File: config.mk
export PLATFORM = sky130hd
export DESIGN_NAME = param_timer
export DESIGN_NICKNAME = d
export VERILOG_FILES = /design/src/rtl/param_timer.sv
export SDC_FILE = /design/constraint.sdc
export NUM_CORES = 1
export LEC_CHECK = 0
export ABC_AREA = 1
export BUFFER_PORTS_ARGS = -buffer_cell sky130_fd_sc_hd__buf_2
export CAP_MARGIN = 15
export CELL_PAD_IN_SITES_DETAIL_PLACEMENT = 0
export CELL_PAD_IN_SITES_GLOBAL_PLACEMENT = 1
export CORE_ASPECT_RATIO = 0.8
export CORE_UTILIZATION = 40
export DETAILED_ROUTE_END_ITERATION = 6
export PLACE_DENSITY_LB_ADDON = 0.1
export RECOVER_POWER = 50
export REMOVE_ABC_BUFFERS = 1
export SYNTH_ARGS = -nofsm -noshare
export SYNTH_HDL_FRONTEND = slang
export SYNTH_SLANG_ARGS = --single-unit
File: constraint.sdc
create_clock -name clock -period 5.2 [get_ports clock]
set_clock_uncertainty 0.15 [all_clocks]
set_input_delay 1.04 -clock clock [delete_from_list [all_inputs] [get_ports clock]]
set_output_delay 1.04 -clock clock [all_outputs]
set_load 0.03 [all_outputs]
File: src/rtl/param_timer.sv
// Prescaled up/down timer with wrap, saturate and one-shot terminal behaviour.
// Drives registered terminal-count and compare pulses, plus a busy flag while running.
module param_timer #(
    parameter int unsigned WIDTH = 26,
    parameter int unsigned PRE_W = 8
) (
    input  logic             clock,
    input  logic             rst,
    input  logic             en,
    input  logic             load,
    input  logic [WIDTH-1:0] load_val,
    input  logic             dir,
    input  logic [1:0]       mode,
    input  logic [PRE_W-1:0] prescale,
    input  logic [WIDTH-1:0] limit,
    input  logic [WIDTH-1:0] cmp_val,
    output logic [WIDTH-1:0] count,
    output logic             tc,
    output logic             match,
    output logic             busy
);

    typedef enum logic [1:0] {
        ST_IDLE = 2'd0,
        ST_RUN  = 2'd1,
        ST_DONE = 2'd2
    } state_t;

    localparam logic [1:0] MODE_SAT     = 2'b01;
    localparam logic [1:0] MODE_ONESHOT = 2'b10;

    state_t             r_state;
    state_t             w_state_nxt;
    logic [WIDTH-1:0]   r_count;
    logic [WIDTH-1:0]   w_count_nxt;
    logic [PRE_W-1:0]   r_pre_cnt;
    logic [PRE_W-1:0]   w_pre_nxt;
    logic               r_tc;
    logic               w_tc_nxt;
    logic               r_match;
    logic               w_match_nxt;
    logic               r_busy;
    logic               w_terminal;

    assign w_terminal = dir ? (r_count == '0) : (r_count >= limit);

    // State register
    always_ff @(posedge clock) begin
        if (rst) begin
            r_state <= ST_IDLE;
        end else begin
            r_state <= w_state_nxt;
        end
    end

    // Next-state, prescaler and counter update; load overrides any tick
    always_comb begin
        w_state_nxt = r_state;
        w_count_nxt = r_count;
        w_pre_nxt   = r_pre_cnt;
        w_tc_nxt    = 1'b0;
        w_match_nxt = 1'b0;

        case (r_state)
            ST_IDLE: begin
                if (en) begin
                    w_state_nxt = ST_RUN;
                end
            end
            ST_RUN: begin
                if (!en) begin
                    w_state_nxt = ST_IDLE;
                end else if (r_pre_cnt != prescale) begin
                    w_pre_nxt = r_pre_cnt + PRE_W'(1);
                end else begin
                    w_pre_nxt = '0;
                    if (w_terminal) begin
                        w_tc_nxt = 1'b1;
                        if (mode == MODE_ONESHOT) begin
                            w_state_nxt = ST_DONE;
                        end else if (mode != MODE_SAT) begin
                            w_count_nxt = dir ? limit : '0;
                        end
                    end else begin
                        w_count_nxt = dir ? (r_count - WIDTH'(1)) : (r_count + WIDTH'(1));
                    end
                    w_match_nxt = (w_count_nxt == cmp_val);
                end
            end
            default: begin
            end
        endcase

        if (load) begin
            w_count_nxt = load_val;
            w_pre_nxt   = '0;
            w_tc_nxt    = 1'b0;
            w_match_nxt = 1'b0;
            w_state_nxt = (r_state == ST_DONE) ? ST_IDLE : r_state;
        end
    end

    // Datapath and output registers
    always_ff @(posedge clock) begin
        if (rst) begin
            r_count   <= '0;
            r_pre_cnt <= '0;
            r_tc      <= 1'b0;
            r_match   <= 1'b0;
            r_busy    <= 1'b0;
        end else begin
            r_count   <= w_count_nxt;
            r_pre_cnt <= w_pre_nxt;
            r_tc      <= w_tc_nxt;
            r_match   <= w_match_nxt;
            r_busy    <= (w_state_nxt == ST_RUN);
        end
    end

    assign count = r_count;
    assign tc    = r_tc;
    assign match = r_match;
    assign busy  = r_busy;

endmodule
==> impl_metrics.py <==
metrics = {
    "run_status": {
        "status": "finished, final reports clean",
    },
    "pwr": {
        "powerDensity_nw_per_um2": 198,
        "power.leakage_uw": 0.00346,
        "power.total_uw": 1290,
        "irDropWorstVdd_mv": 0.126,
    },
    "clocking": {
        "cts_buffer_depth": 2,
        "cts_buffers": 5,
        "ctsHoldBuffers": 0,
        "cts_tree": "done",
        "cts_sinks": 39,
        "path_clk_slew_ps": 80,
        "insertion_delay_ps": 300,
        "cts_setup_buffers": 0,
        "htree_levels": 2,
        "clockRootBuffer": "clkbuf_16",
        "cts-resized-gates": 0,
    },
    "global_route": {
        "antenna_found_initial": 0,
        "grt_pass1_wl_um": 33000,
        "met3_usage_pct": 5.02,
        "grt_pass1_vias": 6010,
        "grtUsageMet2_pct": 45.0,
        "track_usage_pct": 29.6,
        "grt_max_degree": 47,
        "grt_busiest_layer": "met2",
        "grt.overflow.total": 0,
        "use_met1_pct": 43.4,
    },
    "cells_and_area": {
        "diodes": 0,
        "final_common_cell": "nand2_1",
        "drive_gt1_share_pct": 10.6,
        "final_cell_mix": "284 x nand2_1, 154 x inv_1, 121 x nand3_1, 92 x buf_2, 73 x nor2_1",
        "area_growth_pct": 15.4,
        "instances_no_fill": 1275,
        "nets": 1239,
    },
    "hold_path": {
        "min-delay-path-class": "reg2reg",
    },
    "synth": {
        "synthArstFlopShare_pct": 0,
        "avgSynthCellArea_sq_um": 5.74,
        "synthDominantCellAreaShare_pct": 18.8,
        "yosysUniqueCellTypes": 41,
        "yosysTopAreaCell": "nand2_1",
        "ys_seq_area_share_pct": 13.8,
        "synth_warnings": 0,
        "synth_cells": 987,
        "synth-edff-count": 0,
        "yosys_most_used_dff": "dfxtp_1",
        "syn_area_sq_um": 5670,
        "ys_ff_latch": 39,
        "synth_area_leaders": "nand2_1 19%, dfxtp_1 14%, ha_1 11%",
    },
    "timing": {
        "fin_hold_ws_ps": 340,
        "fin_tns_setup_ps": 0,
        "finalSetupViolCount": 0,
        "fin_crit_ps": 4030,
        "rsz0062_at_grt": "no",
        "fmax_mhz": 248,
        "finalCritPeriodShare_pct": 77.6,
        "max_slew.worst_pin.slew_ps": 864,
        "hold_viol_final": 0,
        "drv_slew": 0,
        "relSlewSlack_pct": 42.4,
    },
    "floorplanning": {
        "die_h_um": 108,
        "die_w_um": 135,
        "core_sq_um": 13700,
        "pin_count": 122,
        "dieArea_sq_um": 14600,
        "initial_utilization_pct": 41.4,
        "rows": 38,
    },
    "critical_path": {
        "endpoint_kind": "register",
        "critPathCapture": "match",
        "crit_fanout": 46,
        "crit_start": "dir",
        "r2r-start": "count[25]",
        "ff2ff_setup_slack_ps": 1720,
        "arrival_ps": 4130,
        "r2r_end": "match",
        "crit_path_start_kind": "input port",
        "crit_type": "in2reg",
        "reg2regPathDepth": 13,
        "critPathRequiredTime_ps": 5290,
    },
    "routing": {
        "num_vias": 6632,
        "routed_via_density": 5.20,
        "firstDrtPassIters": 7,
        "drt_iter0_markers": 508,
        "drtAntennaViolNets": 0,
        "wirelength_um": 21000,
        "wire_per_inst_um": 16.5,
        "drc": 0,
    },
    "place": {
        "place_congestion": 0.936,
        "port_buffers": 121,
        "dp_hpwl_um": 16800,
        "dp_cells": 1267,
    },
    "job": {
        "drv_cap": 0,
    },
}
## worst min-delay path by stage
| stage | start | to | slack, ps | depth (start not counted) |
|---|---|---|---|---|
| final | r_pre_cnt[0] | r_pre_cnt[0] | 340 | 2 |
| after global routing | r_pre_cnt[0] | r_pre_cnt[0] | 370 | 2 |
| after CTS | r_pre_cnt[0] | r_pre_cnt[0] | 340 | 2 |
| after detailed placement | r_pre_cnt[0] | r_pre_cnt[0] | 330 | 2 |
| after global placement | r_pre_cnt[0] | r_pre_cnt[0] | 330 | 2 |
| after floorplan | r_pre_cnt[0] | r_pre_cnt[0] | 310 | 2 |
## registers in the layout, summed over array words and instances, names as in the netlist
signal / cells
busy: 1
count: 26
match: 1
r_pre_cnt: 8
r_state: 2
tc: 1
## cell families (layout without fill, tap and decap cells)
| kind of cell | count (synthesis) | count (layout) | share of synthesized area (%) |
|---|---|---|---|
| adders and majority gates | 52 | 52 | 11.6 |
| and+or+nand+nor | 559 | 559 | 44.0 |
| AOI/OAI and AO/OA | 124 | 124 | 13.2 |
| buffers and inverters | 185 | 293 | 13.1 |
| DFF | 39 | 39 | 13.8 |
| xor gates and xnor gates | 28 | 28 | 4.33 |
## cell usage after synthesis, types with 5 or more instances
| library cell | instances |
|---|---|
| o21ai_0 | 46 |
| o211ai_1 | 7 |
| dfxtp_1 | 39 |
| nand3b_1 | 32 |
| nor2_1 | 73 |
| nand2_1 | 284 |
| o221ai_1 | 5 |
| a32o_1 | 10 |
| xor2_1 | 14 |
| xnor2_1 | 14 |
| buf_2 | 10 |
| o21bai_1 | 5 |
| nand4_1 | 19 |
| nand3_1 | 121 |
| ha_1 | 51 |
| a21oi_1 | 36 |
| o22ai_1 | 5 |
| nor3_1 | 11 |
| clkbuf_1 | 11 |
| buf_4 | 7 |
| inv_1 | 154 |
## area by class of cell
cell class              count  area [sq um]
multi-input cells         763          4150
fillers                  1567          7150
inverters                 155           582
well taps                 180           225
clock inverters             3          43.8
flip-flops and latches     39           781
repair buffers            130           633
clock buffers               5           125
## power by group
| group | switching, uW | internal (uW) | leakage [uW] |
|---|---|---|---|
| combinational | 383 | 197 | 0.00305 |
| clock | 155 | 227 | 0.0000838 |
| sequential | 21.7 | 312 | 0.000320 |
| total | 559 | 736 | 0.00346 |
## through the flow
step / util [%] / setup WS [ps] / cell area, sq um
floorplan: - / 1120 / 5510
global placement: 46.8 / 929 / 6410
detailed placement: 46.8 / 937 / 6410
CTS: 48.1 / 1240 / 6580
global route: 47.8 / 943 / 6540
finish: 47.8 / 1170 / 6540
## layer usage
metal,up-vias,share of wire (%),wire length (um)
met5,-,0,0
met4,0,1.0,212
met3,15,7.4,1550
met2,237,41,8680
met1,2912,50,10600
li1,3468,-,-
## worst max-delay path: stages
cell and delay [ps]:
buf_2 360, buf_4 300, a211o_1 250, nor3_2 380, nand2_2 350, nand2_4 510
nand2_1 150, nand3_1 100, nand2_1 50, nor2_1 170, nand2_1 90, nor2_1 140
nand2_1 80, nor2_1 100
No activity file was read; power rests on OpenSTA's default activity.
